===== src/rtl/cpu_pkg.sv =====
// rtl/cpu_pkg.sv - shared register-file widths and writeback request type
package cpu_pkg;
    localparam int REG_W    = 5;
    localparam int DATA_W   = 32;
    localparam int NUM_REGS = 1 << REG_W;

    typedef struct packed {
        logic [REG_W-1:0]  addr;
        logic [DATA_W-1:0] data;
    } wb_req_t;

    function automatic logic [NUM_REGS-1:0] reg_onehot(input logic [REG_W-1:0] r);
        reg_onehot    = '0;
        reg_onehot[r] = 1'b1;
    endfunction
endpackage


===== src/rtl/wb_arbiter_if.sv =====
// rtl/wb_arbiter_if.sv - writeback arbiter bus: ALU/load/memory inputs, RF write and hazard outputs
interface wb_arbiter_if #(
    parameter int LD_Q = 4
);
    import cpu_pkg::*;

    logic                   alu_vld;
    logic [REG_W-1:0]       alu_dst_addr;
    logic [DATA_W-1:0]      alu_rslt;
    logic                   ld_issue;
    logic [REG_W-1:0]       ld_dst_addr;
    logic                   mem_rd_vld;
    logic [DATA_W-1:0]      mem_data;
    logic                   rf_we;
    logic [REG_W-1:0]       rf_dst_addr;
    logic [DATA_W-1:0]      rf_wdata;
    logic                   stall_ex;
    logic [NUM_REGS-1:0]    ld_busy;
    logic [$clog2(LD_Q):0]  ld_cnt;
    logic                   proto_err;

    modport master (
        output alu_vld, alu_dst_addr, alu_rslt, ld_issue, ld_dst_addr, mem_rd_vld, mem_data,
        input  rf_we, rf_dst_addr, rf_wdata, stall_ex, ld_busy, ld_cnt, proto_err
    );

    modport slave (
        input  alu_vld, alu_dst_addr, alu_rslt, ld_issue, ld_dst_addr, mem_rd_vld, mem_data,
        output rf_we, rf_dst_addr, rf_wdata, stall_ex, ld_busy, ld_cnt, proto_err
    );
endinterface


===== src/rtl/dst_mux.sv =====
// rtl/dst_mux.sv - writeback data select between ALU result and data-memory load data
module dst_mux
    import cpu_pkg::*;
(
    input  logic              dm_re_i,
    input  logic [DATA_W-1:0] alu_data_i,
    input  logic [DATA_W-1:0] dm_data_i,
    output logic [DATA_W-1:0] data_o
);
    assign data_o = dm_re_i ? dm_data_i : alu_data_i;
endmodule


===== src/rtl/wb_fifo.sv =====
// rtl/wb_fifo.sv - synchronous FIFO with occupancy count and flat view of all entries
module wb_fifo #(
    parameter int WIDTH = 8,
    parameter int DEPTH = 4
) (
    input  logic                     clk,
    input  logic                     rst,
    input  logic                     push_i,
    input  logic [WIDTH-1:0]         push_data_i,
    input  logic                     pop_i,
    output logic [WIDTH-1:0]         head_o,
    output logic [$clog2(DEPTH):0]   cnt_o,
    output logic [DEPTH*WIDTH-1:0]   entries_o,
    output logic [DEPTH-1:0]         entry_vld_o
);
    localparam int AW = $clog2(DEPTH);

    logic [WIDTH-1:0] mem_q [DEPTH];
    logic [AW-1:0]    wr_ptr_q, wr_ptr_d;
    logic [AW-1:0]    rd_ptr_q, rd_ptr_d;
    logic [AW:0]      cnt_q, cnt_d;

    always_comb begin
        wr_ptr_d = push_i ? wr_ptr_q + AW'(1) : wr_ptr_q;
        rd_ptr_d = pop_i  ? rd_ptr_q + AW'(1) : rd_ptr_q;
        cnt_d    = cnt_q;
        if (push_i && !pop_i) begin
            cnt_d = cnt_q + (AW+1)'(1);
        end else if (!push_i && pop_i) begin
            cnt_d = cnt_q - (AW+1)'(1);
        end
    end

    always_ff @(posedge clk) begin
        if (rst) begin
            wr_ptr_q <= '0;
            rd_ptr_q <= '0;
            cnt_q    <= '0;
        end else begin
            wr_ptr_q <= wr_ptr_d;
            rd_ptr_q <= rd_ptr_d;
            cnt_q    <= cnt_d;
        end
    end

    always_ff @(posedge clk) begin
        if (push_i) begin
            mem_q[wr_ptr_q] <= push_data_i;
        end
    end

    assign head_o = mem_q[rd_ptr_q];
    assign cnt_o  = cnt_q;

    // An entry is live when its distance from the read pointer is below the count.
    for (genvar i = 0; i < DEPTH; i++) begin : g_ent
        logic [AW-1:0] age;
        assign age                         = AW'(i) - rd_ptr_q;
        assign entries_o[i*WIDTH +: WIDTH] = mem_q[i];
        assign entry_vld_o[i]              = {1'b0, age} < cnt_q;
    end
endmodule


===== src/rtl/wb_arbiter.sv =====
// rtl/wb_arbiter.sv - schedules the RF write port between load returns and ALU results
module wb_arbiter
    import cpu_pkg::*;
#(
    parameter int ALU_Q = 2,
    parameter int LD_Q  = 4
) (
    input  logic         clk,
    input  logic         rst,
    wb_arbiter_if.slave  bus
);
    localparam int ACW = $clog2(ALU_Q) + 1;
    localparam int LCW = $clog2(LD_Q) + 1;
    localparam logic [ACW-1:0] ALU_FULL = ACW'(ALU_Q);
    localparam logic [LCW-1:0] LD_FULL  = LCW'(LD_Q);

    logic [ACW-1:0]                  alu_cnt;
    logic [LCW-1:0]                  ld_cnt;
    wb_req_t                         alu_push_req, alu_head;
    logic                            alu_push, alu_pop, ld_pop;
    logic [REG_W-1:0]                ld_head;
    logic [LD_Q*REG_W-1:0]           ld_entries;
    logic [LD_Q-1:0]                 ld_vld;
    logic [ALU_Q*(REG_W+DATA_W)-1:0] alu_entries_unused;
    logic [ALU_Q-1:0]                alu_vld_unused;
    logic                            stall, alu_acc, ld_acc, ld_ret;
    logic                            win, dm_re;
    logic [REG_W-1:0]                win_addr;
    logic [DATA_W-1:0]               win_alu_data, mux_data;
    logic [NUM_REGS-1:0]             ld_busy;

    logic                            rf_we_q, rf_we_d;
    logic [REG_W-1:0]                rf_dst_addr_q, rf_dst_addr_d;
    logic [DATA_W-1:0]               rf_wdata_q, rf_wdata_d;
    logic                            proto_err_q, proto_err_d;

    // Stall looks only at registered counts, so a pop in the same cycle does not release it.
    assign stall        = (alu_cnt == ALU_FULL) | (ld_cnt == LD_FULL);
    assign alu_acc      = bus.alu_vld & ~stall;
    assign ld_acc       = bus.ld_issue & ~stall;
    assign ld_ret       = bus.mem_rd_vld & (ld_cnt != '0);
    assign alu_push     = alu_acc & (ld_ret | (alu_cnt != '0));
    assign alu_push_req = '{addr: bus.alu_dst_addr, data: bus.alu_rslt};

    wb_fifo #(.WIDTH(REG_W + DATA_W), .DEPTH(ALU_Q)) u_alu_q (
        .clk         (clk),
        .rst         (rst),
        .push_i      (alu_push),
        .push_data_i (alu_push_req),
        .pop_i       (alu_pop),
        .head_o      (alu_head),
        .cnt_o       (alu_cnt),
        .entries_o   (alu_entries_unused),
        .entry_vld_o (alu_vld_unused)
    );

    wb_fifo #(.WIDTH(REG_W), .DEPTH(LD_Q)) u_ld_q (
        .clk         (clk),
        .rst         (rst),
        .push_i      (ld_acc),
        .push_data_i (bus.ld_dst_addr),
        .pop_i       (ld_pop),
        .head_o      (ld_head),
        .cnt_o       (ld_cnt),
        .entries_o   (ld_entries),
        .entry_vld_o (ld_vld)
    );

    always_comb begin
        win          = 1'b0;
        dm_re        = 1'b0;
        ld_pop       = 1'b0;
        alu_pop      = 1'b0;
        win_addr     = '0;
        win_alu_data = alu_head.data;
        if (ld_ret) begin
            win      = 1'b1;
            dm_re    = 1'b1;
            ld_pop   = 1'b1;
            win_addr = ld_head;
        end else if (alu_cnt != '0) begin
            win      = 1'b1;
            alu_pop  = 1'b1;
            win_addr = alu_head.addr;
        end else if (alu_acc) begin
            win          = 1'b1;
            win_addr     = bus.alu_dst_addr;
            win_alu_data = bus.alu_rslt;
        end
    end

    dst_mux u_dst_mux (
        .dm_re_i    (dm_re),
        .alu_data_i (win_alu_data),
        .dm_data_i  (bus.mem_data),
        .data_o     (mux_data)
    );

    always_comb begin
        rf_we_d       = win && (win_addr != '0);
        rf_dst_addr_d = rf_dst_addr_q;
        rf_wdata_d    = rf_wdata_q;
        if (win) begin
            rf_dst_addr_d = win_addr;
            rf_wdata_d    = mux_data;
        end
        proto_err_d = proto_err_q | (bus.mem_rd_vld & (ld_cnt == '0));
    end

    always_ff @(posedge clk) begin
        if (rst) begin
            rf_we_q       <= 1'b0;
            rf_dst_addr_q <= '0;
            rf_wdata_q    <= '0;
            proto_err_q   <= 1'b0;
        end else begin
            rf_we_q       <= rf_we_d;
            rf_dst_addr_q <= rf_dst_addr_d;
            rf_wdata_q    <= rf_wdata_d;
            proto_err_q   <= proto_err_d;
        end
    end

    always_comb begin
        ld_busy = '0;
        for (int i = 0; i < LD_Q; i++) begin
            if (ld_vld[i]) begin
                ld_busy = ld_busy | reg_onehot(ld_entries[i*REG_W +: REG_W]);
            end
        end
    end

    assign bus.rf_we       = rf_we_q;
    assign bus.rf_dst_addr = rf_dst_addr_q;
    assign bus.rf_wdata    = rf_wdata_q;
    assign bus.stall_ex    = stall;
    assign bus.ld_busy     = ld_busy;
    assign bus.ld_cnt      = ld_cnt;
    assign bus.proto_err   = proto_err_q;
endmodule


===== src/flat_wrapper.sv =====
// flat-port wrapper written by rule: the top's interface ports become plain ports
module wb_arbiter_flat import cpu_pkg::*;
#(
    parameter int ALU_Q = 2,
    parameter int LD_Q  = 4
)
  (clk, rst, bus_alu_vld, bus_alu_dst_addr, bus_alu_rslt, bus_ld_issue, bus_ld_dst_addr, bus_mem_rd_vld, bus_mem_data, bus_rf_we, bus_rf_dst_addr, bus_rf_wdata, bus_stall_ex, bus_ld_busy, bus_ld_cnt, bus_proto_err);
  wb_arbiter_if #(.LD_Q(LD_Q)) bus_i ();
  input  logic clk;
  input  logic rst;
  input wire logic [$bits(bus_i.alu_vld)-1:0] bus_alu_vld;
  input wire logic [$bits(bus_i.alu_dst_addr)-1:0] bus_alu_dst_addr;
  input wire logic [$bits(bus_i.alu_rslt)-1:0] bus_alu_rslt;
  input wire logic [$bits(bus_i.ld_issue)-1:0] bus_ld_issue;
  input wire logic [$bits(bus_i.ld_dst_addr)-1:0] bus_ld_dst_addr;
  input wire logic [$bits(bus_i.mem_rd_vld)-1:0] bus_mem_rd_vld;
  input wire logic [$bits(bus_i.mem_data)-1:0] bus_mem_data;
  output wire logic [$bits(bus_i.rf_we)-1:0] bus_rf_we;
  output wire logic [$bits(bus_i.rf_dst_addr)-1:0] bus_rf_dst_addr;
  output wire logic [$bits(bus_i.rf_wdata)-1:0] bus_rf_wdata;
  output wire logic [$bits(bus_i.stall_ex)-1:0] bus_stall_ex;
  output wire logic [$bits(bus_i.ld_busy)-1:0] bus_ld_busy;
  output wire logic [$bits(bus_i.ld_cnt)-1:0] bus_ld_cnt;
  output wire logic [$bits(bus_i.proto_err)-1:0] bus_proto_err;
  assign bus_i.alu_vld = bus_alu_vld;
  assign bus_i.alu_dst_addr = bus_alu_dst_addr;
  assign bus_i.alu_rslt = bus_alu_rslt;
  assign bus_i.ld_issue = bus_ld_issue;
  assign bus_i.ld_dst_addr = bus_ld_dst_addr;
  assign bus_i.mem_rd_vld = bus_mem_rd_vld;
  assign bus_i.mem_data = bus_mem_data;
  assign bus_rf_we = bus_i.rf_we;
  assign bus_rf_dst_addr = bus_i.rf_dst_addr;
  assign bus_rf_wdata = bus_i.rf_wdata;
  assign bus_stall_ex = bus_i.stall_ex;
  assign bus_ld_busy = bus_i.ld_busy;
  assign bus_ld_cnt = bus_i.ld_cnt;
  assign bus_proto_err = bus_i.proto_err;
  wb_arbiter #(.ALU_Q(ALU_Q), .LD_Q(LD_Q)) u_core (.clk(clk), .rst(rst), .bus(bus_i));
endmodule

===== config.mk =====
export PLATFORM = sky130hd
export DESIGN_NAME = wb_arbiter_flat
export DESIGN_NICKNAME = d
export VERILOG_FILES = /design/src/rtl/cpu_pkg.sv /design/src/rtl/wb_arbiter_if.sv /design/src/rtl/dst_mux.sv /design/src/rtl/wb_fifo.sv /design/src/rtl/wb_arbiter.sv /design/src/flat_wrapper.sv
export SDC_FILE = /design/constraint.sdc
export NUM_CORES = 1
export LEC_CHECK = 0
export ABC_AREA = 0
export CELL_PAD_IN_SITES_DETAIL_PLACEMENT = 1
export CELL_PAD_IN_SITES_GLOBAL_PLACEMENT = 2
export CORE_ASPECT_RATIO = 1.1
export CORE_MARGIN = 1.5
export CORE_UTILIZATION = 31
export DETAILED_ROUTE_END_ITERATION = 8
export PLACE_DENSITY = 0.83
export SLEW_MARGIN = 20
export SYNTH_ARGS = -nofsm -noshare
export SYNTH_HDL_FRONTEND = slang
export SYNTH_HIERARCHICAL = 1
export SYNTH_SLANG_ARGS = --single-unit

===== constraint.sdc =====
create_clock -name clk -period 3.11 [get_ports clk]
set_input_delay 0.4665 -clock clk [delete_from_list [all_inputs] [get_ports clk]]
set_output_delay 0.4665 -clock clk [all_outputs]
set_load 0.02 [all_outputs]

==> results of run 1 <==
-- layout make-up --
class | count | area [um2] | share of cell area (%)
Clock buffer | 18 | 429.2 | 4.204
Antenna cell | 1 | 2.502 | 0.02452
Inverter | 19 | 71.32 | 0.6987
Sequential cell | 147 | 3887 | 38.09
Clock inverter | 14 | 115.1 | 1.128
Timing Repair Buffer | 188 | 1720 | 16.85
Multi-Input combinational cell | 449 | 3593 | 35.20
Tap cell | 310 | 387.9 | 3.800
-- sequential cells by signal, indices dropped and copies added, names as in the netlist, named ones only --
register	flops
u_core/u_alu_q/mem_q	74
u_core/bus.rf_wdata	32
u_core/u_ld_q/mem_q	20
u_core/bus.rf_dst_addr	5
u_core/u_ld_q/cnt_o	3
u_core/u_alu_q/cnt_o	2
u_core/u_ld_q/rd_ptr_q	2
u_core/u_ld_q/wr_ptr_q	2
u_core/bus.proto_err	1
u_core/bus.rf_we	1
u_core/u_alu_q/rd_ptr_q	1
u_core/u_alu_q/wr_ptr_q	1
-- power groups by stage --
stage | logic, mW | clock network, mW | registers, mW
3_5_place_dp | 4.37 | 0 | 3.07
5_1_grt | 4.81 | 2.05 | 3.11
3_3_place_gp | 4.31 | 0 | 3.04
4_1_cts | 4.45 | 1.97 | 3.04
2_1_floorplan | 2.56 | 0 | 3.29
6_report | 4.49 | 1.92 | 3.04
-- routing by layer --
metal,vias to the layer above,part of all wire [%],GRT usage (%)
met3,26,6.2,4.788
met1,2984,44,22.75
met4,2,1.4,5.286
met2,212,49,30.32
met5,-,0.074,0
li1,2791,-,-
-- worst max path at each step --
stage                            to                              startpoint  slack, ps  depth (start not counted)
global route         bus_ld_busy[6]  u_core/u_ld_q/rd_ptr_q[1]$_SDFFE_PP0P_        -80                          9
finish               bus_ld_busy[6]  u_core/u_ld_q/rd_ptr_q[1]$_SDFFE_PP0P_         50                          9
CTS                 bus_ld_busy[25]  u_core/u_ld_q/rd_ptr_q[0]$_SDFFE_PP0P_          3                         11
detailed placement   bus_ld_busy[4]  u_core/u_ld_q/rd_ptr_q[0]$_SDFFE_PP0P_       -260                          9
global placement     bus_ld_busy[4]  u_core/u_ld_q/rd_ptr_q[1]$_SDFFE_PP0P_       -210                          9
floorplan            bus_ld_busy[4]     u_core/u_ld_q/cnt_o[1]$_SDFFE_PP0P_        300                          7
-- worst max-delay path, delay by kind of cell, from the launching register on --
| family | cells | cell delay, ps |
|---|---|---|
| AND/OR/NAND/NOR | 2 | 560 |
| AO/OA/AOI/OAI | 3 | 420 |
| XOR/XNOR | 1 | 200 |
| buffers and inverters | 2 | 380 |
| adder cells (fa/ha/maj) | 1 | 280 |
| flip-flops | 1 | 340 |
-- stage by stage --
stage / worst slack [ps] / utilization (%) / TNS [ps] / hold slack (ps)
floorplan: 295.3 / - / 0 / 448.8
global placement: -214.0 / 39.53 / -1083 / 439.4
detailed placement: -264.0 / 39.53 / -1271 / 446.4
CTS: 2.776 / 41.90 / 0 / 454.9
global route: -77.55 / 41.83 / -91.27 / 479.2
finish: 50.70 / 41.84 / 0 / 453.0
-- repair_timing --
item | in CTS | in global routing
hold endpoints to repair | 0 | 0
endpoints found under the setup margin | 32 | 30
gates cloned | 0 | 0
setup buffers | 4 | 0
resized for setup | 110 | 51
hold buffers | 0 | 0
pin swaps | 3 | 5
-- placed cells by master, fill, tap and decap left out, types with 5 or more instances in the layout --
| cell | instances |
|---|---|
| o22ai_1 | 13 |
| edfxtp_1 | 94 |
| xnor2_1 | 5 |
| dfxtp_1 | 50 |
| clkbuf_16 | 17 |
| inv_1 | 17 |
| mux2_2 | 71 |
| nor3_1 | 5 |
| nor2_1 | 36 |
| or3b_2 | 5 |
| clkbuf_2 | 11 |
| ha_1 | 9 |
| a221o_1 | 14 |
| and2_1 | 5 |
| nand3_1 | 5 |
| a22oi_1 | 11 |
| o221ai_1 | 13 |
| mux2_4 | 30 |
| o21ai_0 | 10 |
| mux4_2 | 5 |
| or3b_4 | 5 |
| buf_4 | 33 |
| nand3b_1 | 10 |
| nand2_1 | 81 |
| a21oi_1 | 46 |
| inv_6 | 5 |
| buf_2 | 14 |
| clkdlybuf4s50_1 | 120 |
| nor3b_1 | 10 |
==> metrics.cfg, run 1 <==
[worst_hold_path]
hold_path_depth=2
hp-class=reg2reg
hold_end=u_core/bus.rf_wdata[16]$_SDFFE_PP0P_
hold_start=u_core/bus.rf_wdata[16]$_SDFFE_PP0P_

[global_route]
grt_max_degree=38
grt_pass1_wl_um=35600
grt_use_total_pct=18.04
overflow=0
grt_pass1_vias=6237
antenna_found_initial=2

[finish]
nets=912
drive_above_1_share_pct=28.74
nFillCells=2639
finalNonFillerCells=1146
area_growth_pct=32.95
design_area_um2=10210

[setup_path]
worst-setup-path-type=reg2out
rr_worst_depth=11
critPathMaxFanout=6
rrSetupSlack_ps=390
crit_required_ps=2640
crit_path_start_kind=flop
arrival_ps=2590
worstPathCellList=xnor2_2 -> inv_1 -> ha_1 -> a21oi_1 -> or2_4 -> and3b_2 -> a22oi_1 -> o221ai_1 -> clkdlybuf4s15_1
critPathMaxStageDelay_ps=340
worstSetupEndpointType=output port
cp_slowest_cell=dfxtp_2
timing.rr.start=u_core/u_ld_q/cnt_o[2]$_SDFFE_PP0P_
worstReg2RegEnd=u_core/u_ld_q/cnt_o[2]$_SDFFE_PP0P_

[timing]
period_share_pct=98.37
drv_slew=0
tightestPinTransition_ps=641.5
finClkSkew_ps=12.32
fin_crit_ps=3059
max_freq_ghz=0.3269
hold_viol_final=0
setup_viol=0
worst_slew_margin_rel_pct=57.24
rsz0062_at_grt=yes

[die]
ioPinCount=154
rows=60
dieArea_um2=25720
die_w_um=153.0
die_h_um=168.1
initial_core_util_pct=31.47
core_um2=24400

[clock_tree]
clk_latency_ps=420
cts_tree=yes
cts-root-buf=clkbuf_16
clkSlewWorstSetupHoldPaths_ps=60
cts_made_buffers=17
clockBufferDepth=2
h-tree-depth=4
clock-sinks=147

[place]
dpl_cell_area_um2=9646
hpwl_um=15870
dp.cells=1109
place.gp.congestion=0.9037
io_buffers=153

[outcome]
run_status=finished with violations
violations=DRC

[synth]
synth.avg_cell_area_um2=11.85
syn_area_um2=7677
syn_inst=648
yosysWarnings=6
synth_nets=738

[pwr]
sequentialPowerShare_pct=32.2
comb_power_share_pct=47.6
power.density_nw_per_um2=925.3
leakagePower_nw=3.737
finalPower_mw=9.445
clockPowerShare_pct=20.3
swShare_pct=36.84
ir_worst_vdd_uv=547.8
power.internal_mw=5.965
switchingPower_mw=3.480

[routing]
vias=6015
routedWlPerCell_um=20.15
drcViolationCount=30
drt_wl_total_um=23100
via_per_inst=5.249
drtIter0Drc=498
dr.pass1.iters=6
ant_nets=0

[flow_run]
maxCapViolCount=0

(Power assumes the default switching activity.)
==> inputs of run 2 (changes only) <==
--- a/config.mk
+++ b/config.mk
@@ -12,5 +12,5 @@
 export CORE_MARGIN = 1.5
-export CORE_UTILIZATION = 31
+export CORE_UTILIZATION = 34
 export DETAILED_ROUTE_END_ITERATION = 8
-export PLACE_DENSITY = 0.83
+export PLACE_DENSITY = 0.86
 export SLEW_MARGIN = 20
==> constraint.sdc (replaced) <==
create_clock -name clk -period 3.4 [get_ports clk]
set_input_delay 0.68 -clock clk [delete_from_list [all_inputs] [get_ports clk]]
set_output_delay 0.68 -clock clk [all_outputs]
set_load 0.02 [all_outputs]
==> run 2 against run 1 <==
The run now ends clean. Sequential share of layout area increased by 0.20 points. Routed wire length up 0.99%. Worst hold slack worse by 2.0 ps. Critical endpoint is now bus_ld_busy[16]. Highest routed layer unchanged. Core utilization up 4.1 points. Largest power group unchanged.
==> metrics.cfg, run 2 (same netlist as run 1, synthesis figures left out) <==
[worst_hold_path]
hold_end=u_core/bus.rf_wdata[25]$_SDFFE_PP0P_  ; was u_core/bus.rf_wdata[16]$_SDFFE_PP0P_
hold_start=u_core/bus.rf_wdata[25]$_SDFFE_PP0P_  ; was u_core/bus.rf_wdata[16]$_SDFFE_PP0P_
hp-class=reg2reg  ; unchanged
hold_path_depth=2  ; unchanged

[finish]
top_register=u_core/u_alu_q/mem_q  ; unchanged
mostFrequentLayoutCells=clkdlybuf4s50_1, edfxtp_1, nand2_1  ; unchanged
layout_commonest_cell=clkdlybuf4s50_1  ; unchanged
area_growth_pct=32.27  ; was 32.95%
design_area_um2=10150  ; was 10210 um2
nets=901  ; was 912
drive_above_1_share_pct=25.00  ; was 28.74%
utilization_pct=45.93  ; was 41.84%
nFillCells=2370  ; was 2639
finalNonFillerCells=1120  ; was 1146
largest_reg_flops=74  ; unchanged

[routing]
via_per_inst=5.347  ; was 5.249
drtIter0Drc=287  ; was 498
dr.pass1.iters=6  ; unchanged
ant_nets=0  ; unchanged
drt_wl_total_um=23330  ; was 23100 um
drcViolationCount=0  ; was 30
vias=5989  ; was 6015
routedWlPerCell_um=20.83  ; was 20.15 um

[timing]
setup_slack_ps=53.24  ; was 50.70 ps
finClkSkew_ps=12.79  ; was 12.32 ps
tightestPinTransition_ps=905.6  ; was 641.5 ps
period_share_pct=98.43
whs_ps=451.0  ; was 453.0 ps
max_freq_ghz=0.2988
rsz0062_at_grt=yes  ; unchanged
fin_crit_ps=3347
drv_slew=0  ; unchanged
hold_viol_final=0  ; unchanged
finalSetupTns_ps=0  ; unchanged
worst_slew_margin_rel_pct=39.26  ; was 57.24%
setup_viol=0  ; unchanged

[place]
dp_slack_ps=110.7  ; was -264.0 ps
dpl_cell_area_um2=9569  ; was 9646 um2
io_buffers=153  ; unchanged
place.gp.congestion=0.9299  ; was 0.9037
hpwl_um=15450  ; was 15870 um
dp.cells=1083  ; was 1109

[global_route]
globalRouteMet3Util_pct=4.545  ; was 4.788%
antenna_found_initial=2  ; unchanged
grt_pass1_vias=6378  ; was 6237
met2_usage_pct=34.42  ; was 30.32%
grt_pass1_wl_um=36090  ; was 35600 um
grt_max_degree=39  ; was 38
top_usage_layer=met2  ; unchanged
grt_use_total_pct=20.14  ; was 18.04%
met1_usage_pct=24.73  ; was 22.75%
overflow=0  ; unchanged

[setup_path]
critPathMaxStageDelay_ps=490  ; was 340 ps
worstSetupEndpointType=output port  ; unchanged
cp_slowest_cell=or3b_2  ; was dfxtp_2
worst-setup-path-type=reg2out  ; unchanged
crit_path_start_kind=flop  ; unchanged
rr_worst_depth=9  ; was 11
rrSetupSlack_ps=520  ; was 390 ps
timing.rr.start=u_core/u_ld_q/cnt_o[0]$_SDFFE_PP0P_  ; was u_core/u_ld_q/cnt_o[2]$_SDFFE_PP0P_
worstPathCellList=xnor2_2 -> inv_1 -> ha_1 -> a21oi_1 -> or2_4 -> or3b_2 -> o221ai_1 -> clkdlybuf4s15_2  ; was xnor2_2 -> inv_1 -> ha_1 -> a21oi_1 -> or2_4 -> and3b_2 -> a22oi_1 -> o221ai_1 -> clkdlybuf4s15_1
crit_start=u_core/u_ld_q/rd_ptr_q[1]$_SDFFE_PP0P_  ; unchanged
crit_required_ps=2720  ; was 2640 ps
arrival_ps=2670  ; was 2590 ps
critPathMaxFanout=7  ; was 6
worstReg2RegEnd=u_core/u_alu_q/cnt_o[1]$_SDFFE_PP0P_  ; was u_core/u_ld_q/cnt_o[2]$_SDFFE_PP0P_

[clock_tree]
clockBufferDepth=2  ; unchanged
clock-sinks=147  ; unchanged
cts_made_buffers=17  ; unchanged
clk_latency_ps=430  ; was 420 ps
clkSlewWorstSetupHoldPaths_ps=70  ; was 60 ps
cts-root-buf=clkbuf_16  ; unchanged
h-tree-depth=4  ; unchanged
cts_tree=yes  ; unchanged

[pwr]
swShare_pct=36.66  ; was 36.84%
power.density_nw_per_um2=849.9  ; was 925.3 nW/um2
comb_power_share_pct=46.0  ; was 47.6%
ir_worst_vdd_uv=339.9  ; was 547.8 uV
leakagePower_nw=3.750  ; was 3.737 nW
finalPower_mw=8.630  ; was 9.445 mW
switchingPower_mw=3.164  ; was 3.480 mW
power.internal_mw=5.466  ; was 5.965 mW
clockPowerShare_pct=21.7  ; was 20.3%
sequentialPowerShare_pct=32.4  ; was 32.2%

[die]
die_h_um=160.6  ; was 168.1 um
ioPinCount=154  ; unchanged
die_w_um=146.3  ; was 153.0 um
rows=57  ; was 60
initial_core_util_pct=34.73  ; was 31.47%
dieArea_um2=23490  ; was 25720 um2
core_um2=22110  ; was 24400 um2

[outcome]
run_status=finished, final reports clean  ; was finished with violations

[flow_run]
maxCapViolCount=0  ; unchanged

## run 2: cell count changes in the layout (fill, tap and decap cells not counted), sizes merged
cell,before,now
inv,26,28
clkinvlp,3,2
clkbuf,29,27
dlygate4sd2,0,18
clkinv,4,3
buf,54,26
bufinv,0,1
## run 2: critical path, delay by kind of cell (launching register included)
kind                     cells  cell delay [ps]
buffers and inverters        2              370
XOR/XNOR                     1              190
flip-flops                   1              340
adder cells (fa/ha/maj)      1              280
AND/OR/NAND/NOR              2              660
AO/OA/AOI/OAI                2              400
## run 2: worst max path at each step
stage                       to  slack (ps)
5_1_grt        bus_ld_busy[16]          -6
6_report       bus_ld_busy[16]          50
2_1_floorplan   bus_ld_busy[4]         370
4_1_cts         bus_ld_busy[5]         0.6
3_5_place_dp   bus_ld_busy[20]         110
3_3_place_gp   bus_ld_busy[16]         140
## run 2: power groups by stage
| stage | registers [mW] | logic (mW) | clock network (mW) |
|---|---|---|---|
| after CTS | 2.80 | 3.95 | 1.91 |
| final | 2.79 | 3.97 | 1.87 |
| after global routing | 2.86 | 4.26 | 1.98 |
| after floorplan | 3.01 | 2.34 | 0 |
| after global placement | 2.79 | 3.88 | 0 |
| after detailed placement | 2.83 | 3.94 | 0 |
## run 2: area by class of cell
cell class	instances	area [um2]	share of cell area, %
Sequential cell	147	3887	38.28
Multi-Input combinational cell	449	3532	34.78
Timing Repair Buffer	177	1705	16.79
Clock buffer	17	425.4	4.189
Tap cell	295	369.1	3.635
Clock inverter	15	161.4	1.589
Inverter	19	71.32	0.7023
Antenna cell	1	2.502	0.02464
## run 2: what timing repair did
| action | in CTS | in global routing |
|---|---|---|
| setup buffers | 2 | 2 |
| pin swaps | 0 | 1 |
| hold buffers | 0 | 0 |
| gates resized for setup | 45 | 36 |
| endpoints found under the setup margin | 32 | 28 |
## run 2: metal layers
layer  part of all wire [%]  up-vias
met4                    2.0        2
li1                       -     2775
met1                     43     2974
met3                    5.3       39
met2                     50      199
met5                  0.073        -
